$ cat src/rtl/imem_fetch_ctrl.sv
// Purpose : instruction-fetch sequencer; owns the PC, drives the imem word address,
//           buffers {pc, word} pairs in a small FIFO and presents the head to decode.
// Latency : a word read at pc in cycle N is at the outputs in cycle N+1 at the earliest;
//           1 instr/cycle sustained.
// Backpr. : instr_ready low stalls the head; fetching pauses when the buffer is full
//           (a same-cycle pop frees the slot).
//
// Ports
//   clk, rst        core clock, synchronous active-high reset
//   fetch_enable    allow new fetches; when low the buffer still drains
//   redirect_valid  one-cycle redirect pulse, redirect_pc is the byte target
//   imem_rstn       memory reset (~rst)
//   imem_addr       word index into instruction memory, imem_rdata is its data
//   instr_valid     head valid; instr/instr_pc are the head word and its byte PC
//   instr_ready     decode accepts the head
//   misalign_err    sticky flag for a redirect target that is not 4-byte aligned
module imem_fetch_ctrl #(
    parameter logic [31:0] RESET_PC   = 32'h0000_0000,
    parameter int          FIFO_DEPTH = 2
) (
    input  logic        clk,
    input  logic        rst,
    input  logic        fetch_enable,
    input  logic        redirect_valid,
    input  logic [31:0] redirect_pc,
    output logic        imem_rstn,
    output logic [31:0] imem_addr,
    input  logic [31:0] imem_rdata,
    output logic        instr_valid,
    input  logic        instr_ready,
    output logic [31:0] instr,
    output logic [31:0] instr_pc,
    output logic        misalign_err
);

    localparam int PW = $clog2(FIFO_DEPTH);
    localparam int CW = PW + 1;
    localparam logic [CW-1:0] DEPTH_C = CW'(FIFO_DEPTH);

    typedef enum logic [1:0] {
        IDLE  = 2'd0,
        FETCH = 2'd1,
        HALT  = 2'd2
    } state_t;

    typedef struct packed {
        logic [31:0] pc;
        logic [31:0] word;
    } entry_t;

    state_t        state;
    state_t        state_nxt;
    logic [31:0]   pc;
    logic [31:0]   pc_nxt;
    logic [CW-1:0] count;
    logic [CW-1:0] count_nxt;
    logic [PW-1:0] wptr;
    logic [PW-1:0] rptr;
    entry_t        fifo_mem [FIFO_DEPTH];
    entry_t        head;

    logic full;
    logic space;
    logic pop;
    logic push;
    logic misaligned;

    // ------------------------------------------------------------------
    // Handshake / flow decode
    // ------------------------------------------------------------------
    assign full       = (count == DEPTH_C);
    assign pop        = instr_valid && instr_ready;
    // A pop at the same edge frees the slot the push is about to fill.
    assign space      = !full || pop;
    assign misaligned = (redirect_pc[1:0] != 2'b00);
    // Redirect wins over everything: the word read this cycle belongs to the
    // old stream and must not enter the buffer.
    assign push       = (state == FETCH) && fetch_enable && !redirect_valid && space;

    // ------------------------------------------------------------------
    // FSM state register
    // ------------------------------------------------------------------
    always_ff @(posedge clk) begin
        if (rst) begin
            state <= IDLE;
        end else begin
            state <= state_nxt;
        end
    end

    // ------------------------------------------------------------------
    // FSM next state
    // ------------------------------------------------------------------
    always_comb begin
        state_nxt = state;
        case (state)
            IDLE:    if (fetch_enable)  state_nxt = FETCH;
            FETCH:   if (!fetch_enable) state_nxt = IDLE;
            HALT:    state_nxt = HALT;
            default: state_nxt = IDLE;
        endcase
        // A redirect overrides the normal transitions from any state; an
        // aligned one is also the only way out of HALT short of reset.
        if (redirect_valid) begin
            if (misaligned) begin
                state_nxt = HALT;
            end else if (fetch_enable) begin
                state_nxt = FETCH;
            end else begin
                state_nxt = IDLE;
            end
        end
    end

    // ------------------------------------------------------------------
    // PC and occupancy next values
    // ------------------------------------------------------------------
    always_comb begin
        pc_nxt = pc;
        if (redirect_valid) begin
            pc_nxt = redirect_pc;
        end else if (push) begin
            pc_nxt = pc + 32'd4;        // wraps naturally at 2^32
        end
    end

    always_comb begin
        count_nxt = count;
        if (redirect_valid) begin
            count_nxt = '0;
        end else if (push && !pop) begin
            count_nxt = count + CW'(1);
        end else if (pop && !push) begin
            count_nxt = count - CW'(1);
        end
    end

    // ------------------------------------------------------------------
    // PC, pointers, count
    // ------------------------------------------------------------------
    always_ff @(posedge clk) begin
        if (rst) begin
            pc    <= RESET_PC;
            count <= '0;
            wptr  <= '0;
            rptr  <= '0;
        end else begin
            pc    <= pc_nxt;
            count <= count_nxt;
            if (redirect_valid) begin
                wptr <= '0;
                rptr <= '0;
            end else begin
                if (push) wptr <= wptr + PW'(1);
                if (pop)  rptr <= rptr + PW'(1);
            end
        end
    end

    // Storage needs no reset: the head is masked while the buffer is empty.
    always_ff @(posedge clk) begin
        if (push) begin
            fifo_mem[wptr] <= '{pc: pc, word: imem_rdata};
        end
    end

    // ------------------------------------------------------------------
    // Sticky misalignment flag; only reset clears it
    // ------------------------------------------------------------------
    always_ff @(posedge clk) begin
        if (rst) begin
            misalign_err <= 1'b0;
        end else if (redirect_valid && misaligned) begin
            misalign_err <= 1'b1;
        end
    end

    // ------------------------------------------------------------------
    // Outputs
    // ------------------------------------------------------------------
    assign head        = fifo_mem[rptr];
    assign instr_valid = (count != '0);
    assign instr       = instr_valid ? head.word : 32'h0;
    assign instr_pc    = instr_valid ? head.pc   : 32'h0;

    assign imem_rstn   = ~rst;
    assign imem_addr   = {2'b00, pc[31:2]};

endmodule

$ cat config.mk
export PLATFORM = sky130hd
export DESIGN_NAME = imem_fetch_ctrl
export DESIGN_NICKNAME = d
export VERILOG_FILES = /design/src/rtl/imem_fetch_ctrl.sv
export SDC_FILE = /design/constraint.sdc
export NUM_CORES = 1
export LEC_CHECK = 0
export CAP_MARGIN = 20
export CORE_MARGIN = 5
export CORE_UTILIZATION = 50
export CTS_BUF_LIST = sky130_fd_sc_hd__clkbuf_8
export CTS_CLUSTER_DIAMETER = 30
export CTS_CLUSTER_SIZE = 20
export DETAILED_ROUTE_END_ITERATION = 8
export HOLD_SLACK_MARGIN = 0.1
export PLACE_DENSITY = 0.8
export SLEW_MARGIN = 0
export SYNTH_ARGS = -nofsm -noshare
export SYNTH_HDL_FRONTEND = slang
export SYNTH_SLANG_ARGS = --single-unit
$ cat constraint.sdc
create_clock -name clk -period 15.7 [get_ports clk]
set_clock_uncertainty 0.05 [all_clocks]
set_input_delay 3.925 -clock clk [delete_from_list [all_inputs] [get_ports clk]]
set_output_delay 3.925 -clock clk [all_outputs]
set_load 0.03 [all_outputs]
==> metrics <==
grt ovf 0; Ys Warns 0; crit share post-route 0.6070; GRT Util Overall 0.1901; critical path class input pin to primary output; Worst-Skew Late Latency 440 ps; chip height 131.1 µm; Final GP Congestion ~0.83; worst reg2reg setup slack ~13,000 ps; share of cells above drive strength 1 0.06939; Layout area overhead 27.73%; # clock sinks 168; Setup crit end kind primary output; Fillers 1,085; sequential area share after synthesis 0.6334; ys flop type edfxtp_1; routed vias 4,985; buffers added on ports 165; RSZ-0062 raised after global routing false; ys async rst share 0; TritonCTS clock tree done; met3 Use GR 0.04417; Clock Power Share 0.370; Final Hold Viols 0; status finished, final reports clean; cell area after synthesis 7332 µm²; DRT Wirelength 16,080 µm; Inserted Diodes 0; VDD IR-drop max 0.00005597 V; Multi-input gate area between 2000 and 2500 µm²; nets@finish 793; Slowest cell on crit path clkdlybuf4s50_1; Reg-to-Reg End fifo_mem[1][36]; Synth cell types 54; post_cts resized 0; P_int around 700 µW; Post-route DRC 0; CP max FO 40; Worst R2R Start count[1]; H-tree levels 4; Clock Path Buffers 2; CTS Buf Count 17; register share of total power 0.547; setup bufs post-CTS 0; FP Rows 44; Initial Util 0.5064; Leak Pwr 0.003087 µW; Hold Path Class flip-flop to flip-flop; Worst Hold Depth 0; core box area 14,480 µm²; Worst Tran Pin Value between 1000 and 1500 ps; EDFF count, synth 128; met2 Use GR 0.3217; FF+latch area 4648 µm²; DP HPWL around 11,000 µm; Via density 5.424; Gate power share 0.083; Largest stage delay, worst path 630 ps; setup ws final ~6200 ps; max frequency about 0.10 GHz; die width ~130 µm; Fin Setup TNS 0 ps; worst reg2reg path depth 4; clock root buffer clkbuf_8; Power Density 97.08 nW/µm²; busiest grt layer met2; Max Cap Viol 0; Required @ worst endpoint 11,730 ps; drt pass-1 iters 5; most frequent CP cell clkdlybuf4s50_1; Final Power 909.2 µW; Hold Crit Start pc[1]; dpl ws between 6000 and 7000 ps; Slew headroom 0.2988; clock transition at the registers of the reported paths 90 ps; sw frac 0.2210; Mapped Cells 596; final setup vio count 0; arrival time worst endpoint 5550 ps; fin. max-slew vios 0; initial drt markers about 520; Hold WS 431.6 ps; die area between 15,000 and 20,000 µm²; CP Launch Type input pin; hold_buf cts 0; post-route ant nets 0; largest net degree at the start of global routing 65; minimum clock period 9530 ps; WL/cell between 15 and 20 µm; CP cell instances clkdlybuf4s50_1 -> buf_4 -> inv_1 -> clkdlybuf4s50_1; Top Ports about 170; Psw between 200 and 250 µW; Mean Syn Cell Area 12.30 µm²; antenna violations before repair 0; Hold Path Sink fifo_mem[1][33]; vias in the first global route 4,940; global-route wire length before repair between 20,000 and 30,000 µm; Yosys reg bits 168; met1 usage 0.2395
metrics by stage:
stage,instance area (µm²),instances,util
floorplan,7336,597,-
global route,9365,919,0.6468
global placement,8895,886,0.6143
CTS,9338,918,0.6449
detailed placement,8895,886,0.6143
finish,9365,919,0.6468
cells in the final DEF, fill, tap and decap left out, types with 3 or more instances in the layout:
master           count
buf_4                3
mux2i_1             70
o21a_1               5
and3_1               5
nor4_1               6
nor4_2               3
a32oi_1              4
o21ai_0             13
nand4_1             14
a21oi_1             23
nand3_1             14
clkbuf_8            17
inv_1               15
bufinv_16            5
xnor2_1              5
xor2_1               8
a22oi_1              3
a31oi_1              8
nand2_1             19
nor2_1              99
edfxtp_1           128
clkinv_2             3
clkdlybuf4s50_1    164
nor2b_1              3
dfxtp_1             39
nor3_1              10
power groups by stage:
stage	Sequential, µW	Clock (µW)	Combinational [µW]
finish	497	337	75.6
CTS	497	344	75.7
global route	498	366	80.9
global placement	507	0	73.6
detailed placement	507	0	75.3
floorplan	503	0	44.0
worst max path at each step:
stage           endpoint  cells after the start  slack, ps  start
2_1_floorplan  imem_rstn                      1       7570    rst
3_3_place_gp   imem_rstn                      4       6190    rst
3_5_place_dp   imem_rstn                      4       6170    rst
4_1_cts        imem_rstn                      4       6170    rst
5_1_grt        imem_rstn                      4       6060    rst
6_report       imem_rstn                      4       6170    rst
synth_stat cells (2+ instances only):
master       n  area share
inv_1       14      0.0072
nor3_1      10      0.0068
nand2b_1     2      0.0017
o21ai_0     13      0.0089
nand4_4      2      0.0058
xor2_1       8      0.0096
buf_1       12      0.0061
nor3_2       2      0.0027
o31ai_1      2      0.0020
mux2i_1     70       0.096
a31oi_1      8      0.0068
o21a_1       5      0.0051
nand2_1     19      0.0097
nor4_2       3      0.0051
nand3b_1     2      0.0020
nand4_1     14       0.012
and3_1       5      0.0043
edfxtp_1   128        0.52
clkbuf_1    15      0.0077
a21oi_1     23       0.016
a2bb2oi_1    2      0.0024
dfxtp_1     40        0.11
nand3_1     14      0.0096
xnor2_1      5      0.0060
a22oi_1      3      0.0031
buf_4       32       0.033
nor2b_1      3      0.0026
buf_2        4      0.0027
nor2_1     101       0.052
o21ai_1      2      0.0014
a32oi_1      4      0.0048
nor4_1       6      0.0051
ha_1         2      0.0034
cells by family after synthesis:
logic type | after synthesis | share of synthesized area
mux | 72 | 0.09863
other cells | 1 | 0.0005115
compound gates | 70 | 0.05956
xor+xnor | 13 | 0.01553
fa+ha+maj | 2 | 0.003412
simple gates | 192 | 0.1319
buf+inv | 78 | 0.05700
flops | 168 | 0.6334
state kept, by name, summed over array words and instances, names as in the netlist, named ones only:
signal and cells:
state 2, rptr 1, count 2, misalign_err 1, fifo_mem 128, wptr 1
pc 32
cell type report:
cell class | count | area share
clock buffer | 17 | 0.02498
clock inverter | 15 | 0.02231
inverter | 15 | 0.006012
multi-input combinational | 351 | 0.2446
sequential | 168 | 0.4963
tap | 184 | 0.02458
timing repair buffer | 169 | 0.1812
critical path: cells and delay by family:
| family | cells | cell delay (ps) |
|---|---|---|
| buffers and inverters | 4 | 1630 |
routing by layer:
metal  part of all wire  vias up
li1                   -     2386
met1               0.41     2381
met2               0.50      197
met3              0.069       21
met4              0.019        0
met5                  0        -
Note: power is estimated with default switching activity, not from simulation.
